### config.mk
export PLATFORM = sky130hd
export DESIGN_NAME = stage_mem
export DESIGN_NICKNAME = d
export VERILOG_FILES = /design/src/rtl/stage_mem_pkg.sv /design/src/rtl/stage_mem_store_alignment.sv /design/src/rtl/stage_mem.sv
export SDC_FILE = /design/constraint.sdc
export NUM_CORES = 1
export LEC_CHECK = 0
export BUFFER_PORTS_ARGS = -buffer_cell sky130_fd_sc_hd__buf_2
export CAP_MARGIN = 30
export CORE_AREA = 2 2 140 142
export DETAILED_ROUTE_END_ITERATION = 12
export DIE_AREA = 0 0 142 144
export SLEW_MARGIN = 20
export SYNTH_ARGS = -nofsm -noshare
export SYNTH_HDL_FRONTEND = slang
export SYNTH_SLANG_ARGS = --single-unit
### constraint.sdc
create_clock -name clk -period 4.5 [get_ports clk]
set_clock_uncertainty 0.1 [all_clocks]
set_input_delay 0.675 -clock clk [delete_from_list [all_inputs] [get_ports clk]]
set_output_delay 0.675 -clock clk [all_outputs]
set_load 0.01 [all_outputs]
### src/rtl/stage_mem_pkg.sv
// Shared encodings for the memory-access stage: RV32I load/store funct3 values,
// writeback select codes and the data-memory handshake FSM states.
package stage_mem_pkg;

    localparam logic [2:0] F3_LB  = 3'b000;
    localparam logic [2:0] F3_LH  = 3'b001;
    localparam logic [2:0] F3_LW  = 3'b010;
    localparam logic [2:0] F3_LBU = 3'b100;
    localparam logic [2:0] F3_LHU = 3'b101;
    localparam logic [2:0] F3_SB  = 3'b000;
    localparam logic [2:0] F3_SH  = 3'b001;
    localparam logic [2:0] F3_SW  = 3'b010;

    localparam logic [1:0] WB_SEL_ALU = 2'b00;
    localparam logic [1:0] WB_SEL_MEM = 2'b01;
    localparam logic [1:0] WB_SEL_PC4 = 2'b10;

    typedef enum logic [1:0] {
        ST_IDLE = 2'b00,
        ST_REQ  = 2'b01,
        ST_WAIT = 2'b10
    } mem_state_e;

    // funct3[1:0] carries the access size for both loads and stores
    function automatic logic [1:0] access_size(input logic [2:0] funct3);
        return funct3[1:0];
    endfunction

endpackage

### src/rtl/stage_mem_store_alignment.sv
// Write-side alignment: byte enables, replicated store data and misalignment
// detection from funct3 and the low address bits (combinational).
module store_alignment
    import stage_mem_pkg::*;
#(
    parameter int XLEN = 32
) (
    input  logic [2:0]      i_funct3,
    input  logic [1:0]      i_addr_lo,
    input  logic [XLEN-1:0] i_rs2,
    output logic [3:0]      o_we,
    output logic [XLEN-1:0] o_wdata,
    output logic            o_misaligned
);

    logic [1:0] w_size;

    assign w_size = access_size(i_funct3);

    always_comb begin
        o_we         = '0;
        o_wdata      = i_rs2;
        o_misaligned = 1'b0;
        case (w_size)
            2'b00: begin
                o_we    = 4'b0001 << i_addr_lo;
                o_wdata = {(XLEN/8){i_rs2[7:0]}};
            end
            2'b01: begin
                o_we         = 4'b0011 << i_addr_lo;
                o_wdata      = {(XLEN/16){i_rs2[15:0]}};
                o_misaligned = i_addr_lo[0];
            end
            2'b10: begin
                o_we         = '1;
                o_wdata      = i_rs2;
                o_misaligned = |i_addr_lo;
            end
            default: begin
                o_we         = '0;
                o_wdata      = i_rs2;
                o_misaligned = 1'b0;
            end
        endcase
    end

endmodule

### src/rtl/stage_mem.sv
// Memory-access stage between X and W: drives the data-memory req/gnt/rvalid
// handshake, stalls X while an access is outstanding and registers W fields.
module stage_mem
    import stage_mem_pkg::*;
#(
    parameter int XLEN = 32
) (
    input  logic            clk,
    input  logic            rst,
    input  logic            validX,
    input  logic [2:0]      funct3X,
    input  logic [XLEN-1:0] alu_outX,
    input  logic [XLEN-1:0] rs2_dataX,
    input  logic            mem_readX,
    input  logic            mem_writeX,
    input  logic [XLEN-1:0] jump_result_plus4X,
    input  logic [1:0]      wb_selX,
    input  logic            reg_writeX,
    input  logic [4:0]      rdX,
    output logic            stallX,
    output logic            dmem_req,
    output logic [3:0]      dmem_we,
    output logic [XLEN-1:0] dmem_addr,
    output logic [XLEN-1:0] dmem_wdata,
    input  logic            dmem_gnt,
    input  logic            dmem_rvalid,
    input  logic [XLEN-1:0] dmem_rdata,
    output logic            validW,
    output logic [2:0]      funct3W,
    output logic [XLEN-1:0] mem_adrW,
    output logic [XLEN-1:0] dinW,
    output logic [XLEN-1:0] alu_outW,
    output logic [XLEN-1:0] jump_result_plus4W,
    output logic [1:0]      wb_selW,
    output logic            reg_writeW,
    output logic [4:0]      rdW,
    output logic            misalignW
);

    mem_state_e      r_state;
    mem_state_e      w_state_nxt;

    logic            w_mem_access;
    logic            w_misaligned;
    logic            w_memop;
    logic            w_req;
    logic            w_complete;
    logic            w_stall;
    logic [3:0]      w_we;
    logic [XLEN-1:0] w_wdata;

    logic            r_validW;
    logic [2:0]      r_funct3W;
    logic [XLEN-1:0] r_mem_adrW;
    logic [XLEN-1:0] r_dinW;
    logic [XLEN-1:0] r_alu_outW;
    logic [XLEN-1:0] r_jump_result_plus4W;
    logic [1:0]      r_wb_selW;
    logic            r_reg_writeW;
    logic [4:0]      r_rdW;
    logic            r_misalignW;

    store_alignment #(
        .XLEN(XLEN)
    ) u_store_alignment (
        .i_funct3     (funct3X),
        .i_addr_lo    (alu_outX[1:0]),
        .i_rs2        (rs2_dataX),
        .o_we         (w_we),
        .o_wdata      (w_wdata),
        .o_misaligned (w_misaligned)
    );

    assign w_mem_access = validX & (mem_readX | mem_writeX);
    assign w_memop      = w_mem_access & ~w_misaligned;

    always_ff @(posedge clk) begin
        if (rst) begin
            r_state <= ST_IDLE;
        end else begin
            r_state <= w_state_nxt;
        end
    end

    always_comb begin
        w_state_nxt = r_state;
        w_req       = 1'b0;
        w_complete  = 1'b0;
        case (r_state)
            ST_IDLE: begin
                w_req = w_memop;
                if (w_memop) begin
                    if (!dmem_gnt) begin
                        w_state_nxt = ST_REQ;
                    end else if (mem_writeX) begin
                        w_complete = 1'b1;
                    end else begin
                        w_state_nxt = ST_WAIT;
                    end
                end
            end
            ST_REQ: begin
                w_req = 1'b1;
                if (dmem_gnt) begin
                    if (mem_writeX) begin
                        w_complete  = 1'b1;
                        w_state_nxt = ST_IDLE;
                    end else begin
                        w_state_nxt = ST_WAIT;
                    end
                end
            end
            ST_WAIT: begin
                if (dmem_rvalid) begin
                    w_complete  = 1'b1;
                    w_state_nxt = ST_IDLE;
                end
            end
            default: begin
                w_state_nxt = ST_IDLE;
            end
        endcase
    end

    // Reset overrides the handshake combinationally so nothing leaks out mid-reset
    assign w_stall    = w_memop & ~w_complete & ~rst;
    assign stallX     = w_stall;
    assign dmem_req   = w_req & ~rst;
    assign dmem_we    = mem_writeX ? w_we : '0;
    assign dmem_addr  = {alu_outX[XLEN-1:2], 2'b00};
    assign dmem_wdata = w_wdata;

    always_ff @(posedge clk) begin
        if (rst || !validX || w_stall) begin
            r_validW             <= 1'b0;
            r_funct3W            <= '0;
            r_mem_adrW           <= '0;
            r_dinW               <= '0;
            r_alu_outW           <= '0;
            r_jump_result_plus4W <= '0;
            r_wb_selW            <= '0;
            r_reg_writeW         <= 1'b0;
            r_rdW                <= '0;
            r_misalignW          <= 1'b0;
        end else begin
            r_validW             <= 1'b1;
            r_funct3W            <= funct3X;
            r_mem_adrW           <= alu_outX;
            r_dinW               <= (w_memop && !mem_writeX) ? dmem_rdata : '0;
            r_alu_outW           <= alu_outX;
            r_jump_result_plus4W <= jump_result_plus4X;
            r_wb_selW            <= wb_selX;
            r_reg_writeW         <= reg_writeX & ~(w_mem_access & w_misaligned);
            r_rdW                <= rdX;
            r_misalignW          <= w_mem_access & w_misaligned;
        end
    end

    assign validW             = r_validW;
    assign funct3W            = r_funct3W;
    assign mem_adrW           = r_mem_adrW;
    assign dinW               = r_dinW;
    assign alu_outW           = r_alu_outW;
    assign jump_result_plus4W = r_jump_result_plus4W;
    assign wb_selW            = r_wb_selW;
    assign reg_writeW         = r_reg_writeW;
    assign rdW                = r_rdW;
    assign misalignW          = r_misalignW;

endmodule
== Yosys cells after proc, flatten, opt, wreduce, memory -nomap -nowiden ==
Index checks and enable logic that the tools add are counted.

* Register bits after elaboration: 111
* Bits of input ports: 146
* Output and inout port bits: 211

* Reduce and logical (&&, ||, !) cells: 10
* Mux-type cells: 18
* Equal/unequal tests: 8
* Bitwise logic cells: 13
* Shifts and indexed selects: 2

{| class="wikitable"
|+ Operators by type and width
! kind !! number
|-
| $pmux W32 S2 || 1
|-
| $mux W2 || 6
|-
| $pmux W4 S3 || 1
|-
| $and A1 B1 Y1 || 7
|-
| $ne A2 B2 Y1 const B || 3
|-
| $pmux W2 S3 || 1
|-
| $mux W1 || 5
|-
| $not A1 Y1 || 5
|-
| $eq A2 B1 Y1 const B || 2
|-
| $eq A2 B2 Y1 const B || 2
|-
| $logic_not A2 Y1 || 2
|-
| $mux W4 || 1
|-
| $pmux W1 S2 || 2
|-
| $reduce_and A4 Y1 || 1
|-
| $reduce_or A2 Y1 || 2
|-
| $shl A1 B2 Y4 const A || 1
|-
| $shl A2 B2 Y4 const A || 1
|-
| $ne A3 B3 Y1 const B || 1
|-
| $pmux W1 S3 || 1
|-
| $logic_not A1 Y1 || 2
|-
| $logic_or A1 B1 Y1 || 2
|-
| $logic_and A1 B1 Y1 || 1
|-
| $or A1 B1 Y1 || 1
|}

== Logic depth before layout (Yosys ltp) ==
* Word-level depth: 11
* Gate-level depth with buffers: 7
* Gate-level depth less buffers: 6

== By module ==
Synthesis repeated with hierarchy kept, for this count alone.

* Cell total of the unflattened synthesis: 405
* Area, all modules: 4232.8 um2

{| class="wikitable"
|+ Modules (own cells, without submodules)
! module !! seq. area each (um2) !! cells an instance !! area each (um2) !! instances
|-
| stage_mem || 2222.1 || 321 || 3663.5 || 1
|-
| store_alignment || 0.0 || 84 || 569.3 || 1
|}

== Worst setup path after synthesis ==
OpenSTA, ideal clock, no wires.

* Path kind: input to output
* Start point: in funct3X[1]
* End point: out dmem_wdata[22]
* Buffers on the path: 2
* Required time: 3725 ps
* Data arrival time: 1991 ps
* Cell stages on the path: 7
* Path slack: 1734 ps
* Cell sequence: clkinv_1 > ha_1 > clkbuf_1 > nor2_1 > clkbuf_1 > nand2_1 > o21ai_0

* Word-level cells in the longest chain between the ends: 2

{| class="wikitable"
|+ RTL lines
! item !! line !! text
|-
| from (decl) || stage_mem.sv:11 || <nowiki>input logic [2:0] funct3X,</nowiki>
|-
| $eq A2 B1 Y1 or $logic_not A2 Y1 (tied branches) || stage_mem_store_alignment.sv:24 || <nowiki>case (w_size)</nowiki>
|-
| $pmux W32 S2 * || stage_mem_store_alignment.sv:24 ||
|-
| to (decl) || stage_mem.sv:24 || <nowiki>output logic [XLEN-1:0] dmem_wdata,</nowiki>
|}

Mark *: on every way between the ends. The rest lies on a longest branch, timed or not.

== Worst setup path after layout ==
* Start point: in funct3X[1]
* End point: out stallX

* Word-level cells in the longest chain between the ends: 9

{| class="wikitable"
|+ RTL lines
! item !! line !! text
|-
| $eq A2 B2 Y1 or $eq A2 B1 Y1 (tied branches) || stage_mem_store_alignment.sv:24 ||
|-
| $pmux W1 S2 * || stage_mem_store_alignment.sv:24 ||
|-
| $not A1 Y1 * || stage_mem.sv:75 || <nowiki>assign w_memop = w_mem_access & ~w_misaligned;</nowiki>
|-
| $and A1 B1 Y1 * || stage_mem.sv:75 ||
|-
| $mux W1 || stage_mem.sv:92 || <nowiki>if (w_memop) begin</nowiki>
|-
| $pmux W1 S3 || stage_mem.sv:89 || <nowiki>case (r_state)</nowiki>
|-
| $not A1 Y1 || stage_mem.sv:126 || <nowiki>assign w_stall = w_memop & ~w_complete & ~rst;</nowiki>
|-
| $and A1 B1 Y1 * (2 in a row) || stage_mem.sv:126 ||
|-
| to (decl) || stage_mem.sv:20 || <nowiki>output logic stallX,</nowiki>
|}

Marks and branches as above.

==> results.json <==
{
  "die_w_um": 142,
  "cts_resized": 0,
  "slew_violations": 0,
  "pwr-share-comb": 0.137,
  "p_clk_frac": 0.372,
  "setup.worst_path.start_class": "input port",
  "tightestPinTransition_ps": 576,
  "synth_top_area_share": 0.544,
  "cts_buffers": 9,
  "grt_pass1_vias": 3232,
  "postCtsSetupBuffers": 0,
  "rsz0062_at_grt": "false",
  "dieArea_mm2": 0.0204,
  "drt_iter0_markers": 103,
  "cellInternalPower_uw": 1540,
  "syn_area_per_cell_um2": 10.1,
  "core-area_mm2": 0.0191,
  "cts.path.max_buffers": 2,
  "p_leak_uw": 0.00325,
  "grt_overflow": 0,
  "grt.total_usage": 0.108,
  "die_y_um": 144,
  "cts_tree": "done",
  "num_vias": 3560,
  "initial_core_util": 0.214,
  "synthSimpleGateAreaFrac": 0.224,
  "tns_ps": 0,
  "worst_ep_arrival_time_ps": 2530,
  "placed_cell_area_mm2": 0.00562,
  "cts_root_buf": "clkbuf_16",
  "finish.instance_area_mm2": 0.00591,
  "clkLatencyLatePin_ps": 340,
  "outcome": "finished, final reports clean",
  "finalCritPeriodShare": 0.735,
  "finalPower_uw": 2080,
  "ys_seq_elements": 111,
  "syn_inst": 405,
  "worstPathRequired_ps": 3720,
  "synth_top_family_by_area": "simple AND/OR/NAND/NOR gates",
  "max_freq_ghz": 0.302,
  "clk_pin_slew_ps": 80,
  "crit_type": "in -> out",
  "firstDrtPassIters": 4,
  "async_flop_share": 0,
  "antenna_found_initial": 0,
  "yosysUniqueCellTypes": 32,
  "clock-sinks": 111,
  "wirelength_mm": 11.9,
  "wire_per_inst_um": 12.8,
  "switching_share": 0.261,
  "antenna_cells": 0,
  "final_common_cell": "buf_2",
  "nets": 835,
  "synth_area_mm2": 0.00409,
  "gp_congestion": 0.764,
  "fin_crit_ps": 3310,
  "hp-class": "in -> reg",
  "synth_compound_area_frac": 0.0658,
  "report.final.hold_viol_count": 0,
  "rows": 51,
  "synthFlopType": "dfxtp_1",
  "synthAdderAreaFrac": 0.00918,
  "cts_max_level": 3,
  "synth_edf_count": 0,
  "synth_area_leader_cell": "dfxtp_1",
  "seq_area_frac_synth": 0.544,
  "synthTopCellsByArea": "dfxtp_1, and2_1, buf_4",
  "areaGrowthSynthToFinish_pct": 44.7,
  "drive_above_1_share": 0.550,
  "grt_start_max_net_pins": 38,
  "final_cell_mix": "buf_2, dfxtp_1, and2_1, nand2_1, clkbuf_16",
  "hold_buffers": 0,
  "endpoint_kind": "output pin",
  "synth.area.mux_share": 0.00551,
  "ir_drop_v": 0.000135,
  "setup_viol": 0,
  "maxCapViolations": 0,
  "powerDensity_mw_per_mm2": 352,
  "ios": 357,
  "final_antenna_net_count": 0,
  "post-route-drc-count": 0,
  "grt_pass1_wl_mm": 16.8,
  "place_hpwl_mm": 9.77,
  "seqPwrFrac": 0.491,
  "critPathMaxFanout": 13,
  "switchingPower_uw": 542,
  "vias_per_cell": 3.83,
  "relSlewSlack": 0.616,
  "layout_setup_ws_ps": 1190,
  "dp_slack_ps": 1210,
  "port_buffers": 354,
  "ys_warn_count": 0,
  "synth_xor_area_frac": 0
}
## layout make-up
type | count | area, um^2
multi-input cells | 203 | 1270
clock inverters | 6 | 61.3
fillers | 2014 | 13200
clock buffers | 10 | 229
well taps | 238 | 298
repair buffers | 358 | 1820
inverters | 3 | 11.3
flip-flops and latches | 111 | 2220
## metal layers
| metal | GRT usage | up-vias | part of all wire |
|---|---|---|---|
| li1 | - | 1773 | - |
| met1 | 0.115 | 1569 | 0.38 |
| met2 | 0.201 | 206 | 0.53 |
| met3 | 0.0295 | 12 | 0.077 |
| met4 | 0.0447 | 0 | 0.017 |
| met5 | 0 | - | 0 |
## cells in the mapped netlist, drive strengths merged, types with 2 or more instances
cell type	number
a211oi	2
a22o	8
a22oi	8
and2	104
and3	2
buf	74
clkbuf	15
dfxtp	111
ha	3
inv	2
mux2	2
nand2	33
nand2b	2
nand3	2
nor2	5
nor2b	3
nor3	5
nor3b	2
nor4	2
o21a	5
o21ai	8
## metrics by stage
stage                util  hold slack (ps)  std cells
global placement    0.293              456        912
finish              0.310              414        929
CTS                 0.310              392        929
floorplan               -              416        406
detailed placement  0.295              465        913
global route        0.310              401        929
## power groups by stage
| stage | Clock [uW] | Combinational (uW) | Sequential (uW) |
|---|---|---|---|
| finish | 774 | 284 | 1020 |
| global route | 844 | 314 | 1030 |
| CTS | 815 | 289 | 1020 |
| detailed placement | 0 | 288 | 1050 |
| global placement | 0 | 284 | 1050 |
| floorplan | 0 | 143 | 1060 |
## sequential cells by signal, summed over array words and instances, names as in the netlist
signal              count
rdW                     5
reg_writeW              1
alu_outW               32
validW                  1
dinW                   32
misalignW               1
wb_selW                 2
r_state                 2
funct3W                 3
jump_result_plus4W     32
## critical path: stages
cell      delay [ps]
buf_2            150
clkinv_1         270
ha_1             460
o211ai_2         320
nand3_1          190
nor2b_1          260
buf_2            190
## worst paths after layout
check | startpoint | endpoint | slack (ps) | depth (start not counted)
min reg2reg | r_state[1]$_SDFFE_PP0P_ | r_state[0]$_SDFFE_PP0P_ | 470 | 1
max reg2reg | r_state[1]$_SDFFE_PP0P_ | jump_result_plus4W[7]$_SDFF_PP0_ | 2490 | 5
max | funct3X[1] | stallX | 1190 | 7
min | dmem_rdata[13] | dinW[13]$_SDFF_PP0_ | 410 | 2
## logic make-up after synthesis
logic type                 count (synthesis)
buffers and inverters                     92
and+or+nand+nor                          161
adders and majority gates                  3
AOI/OAI and AO/OA                         35
other                                      1
muxes                                      2
DFF                                      111
Note: power is estimated with default switching activity, not from simulation.
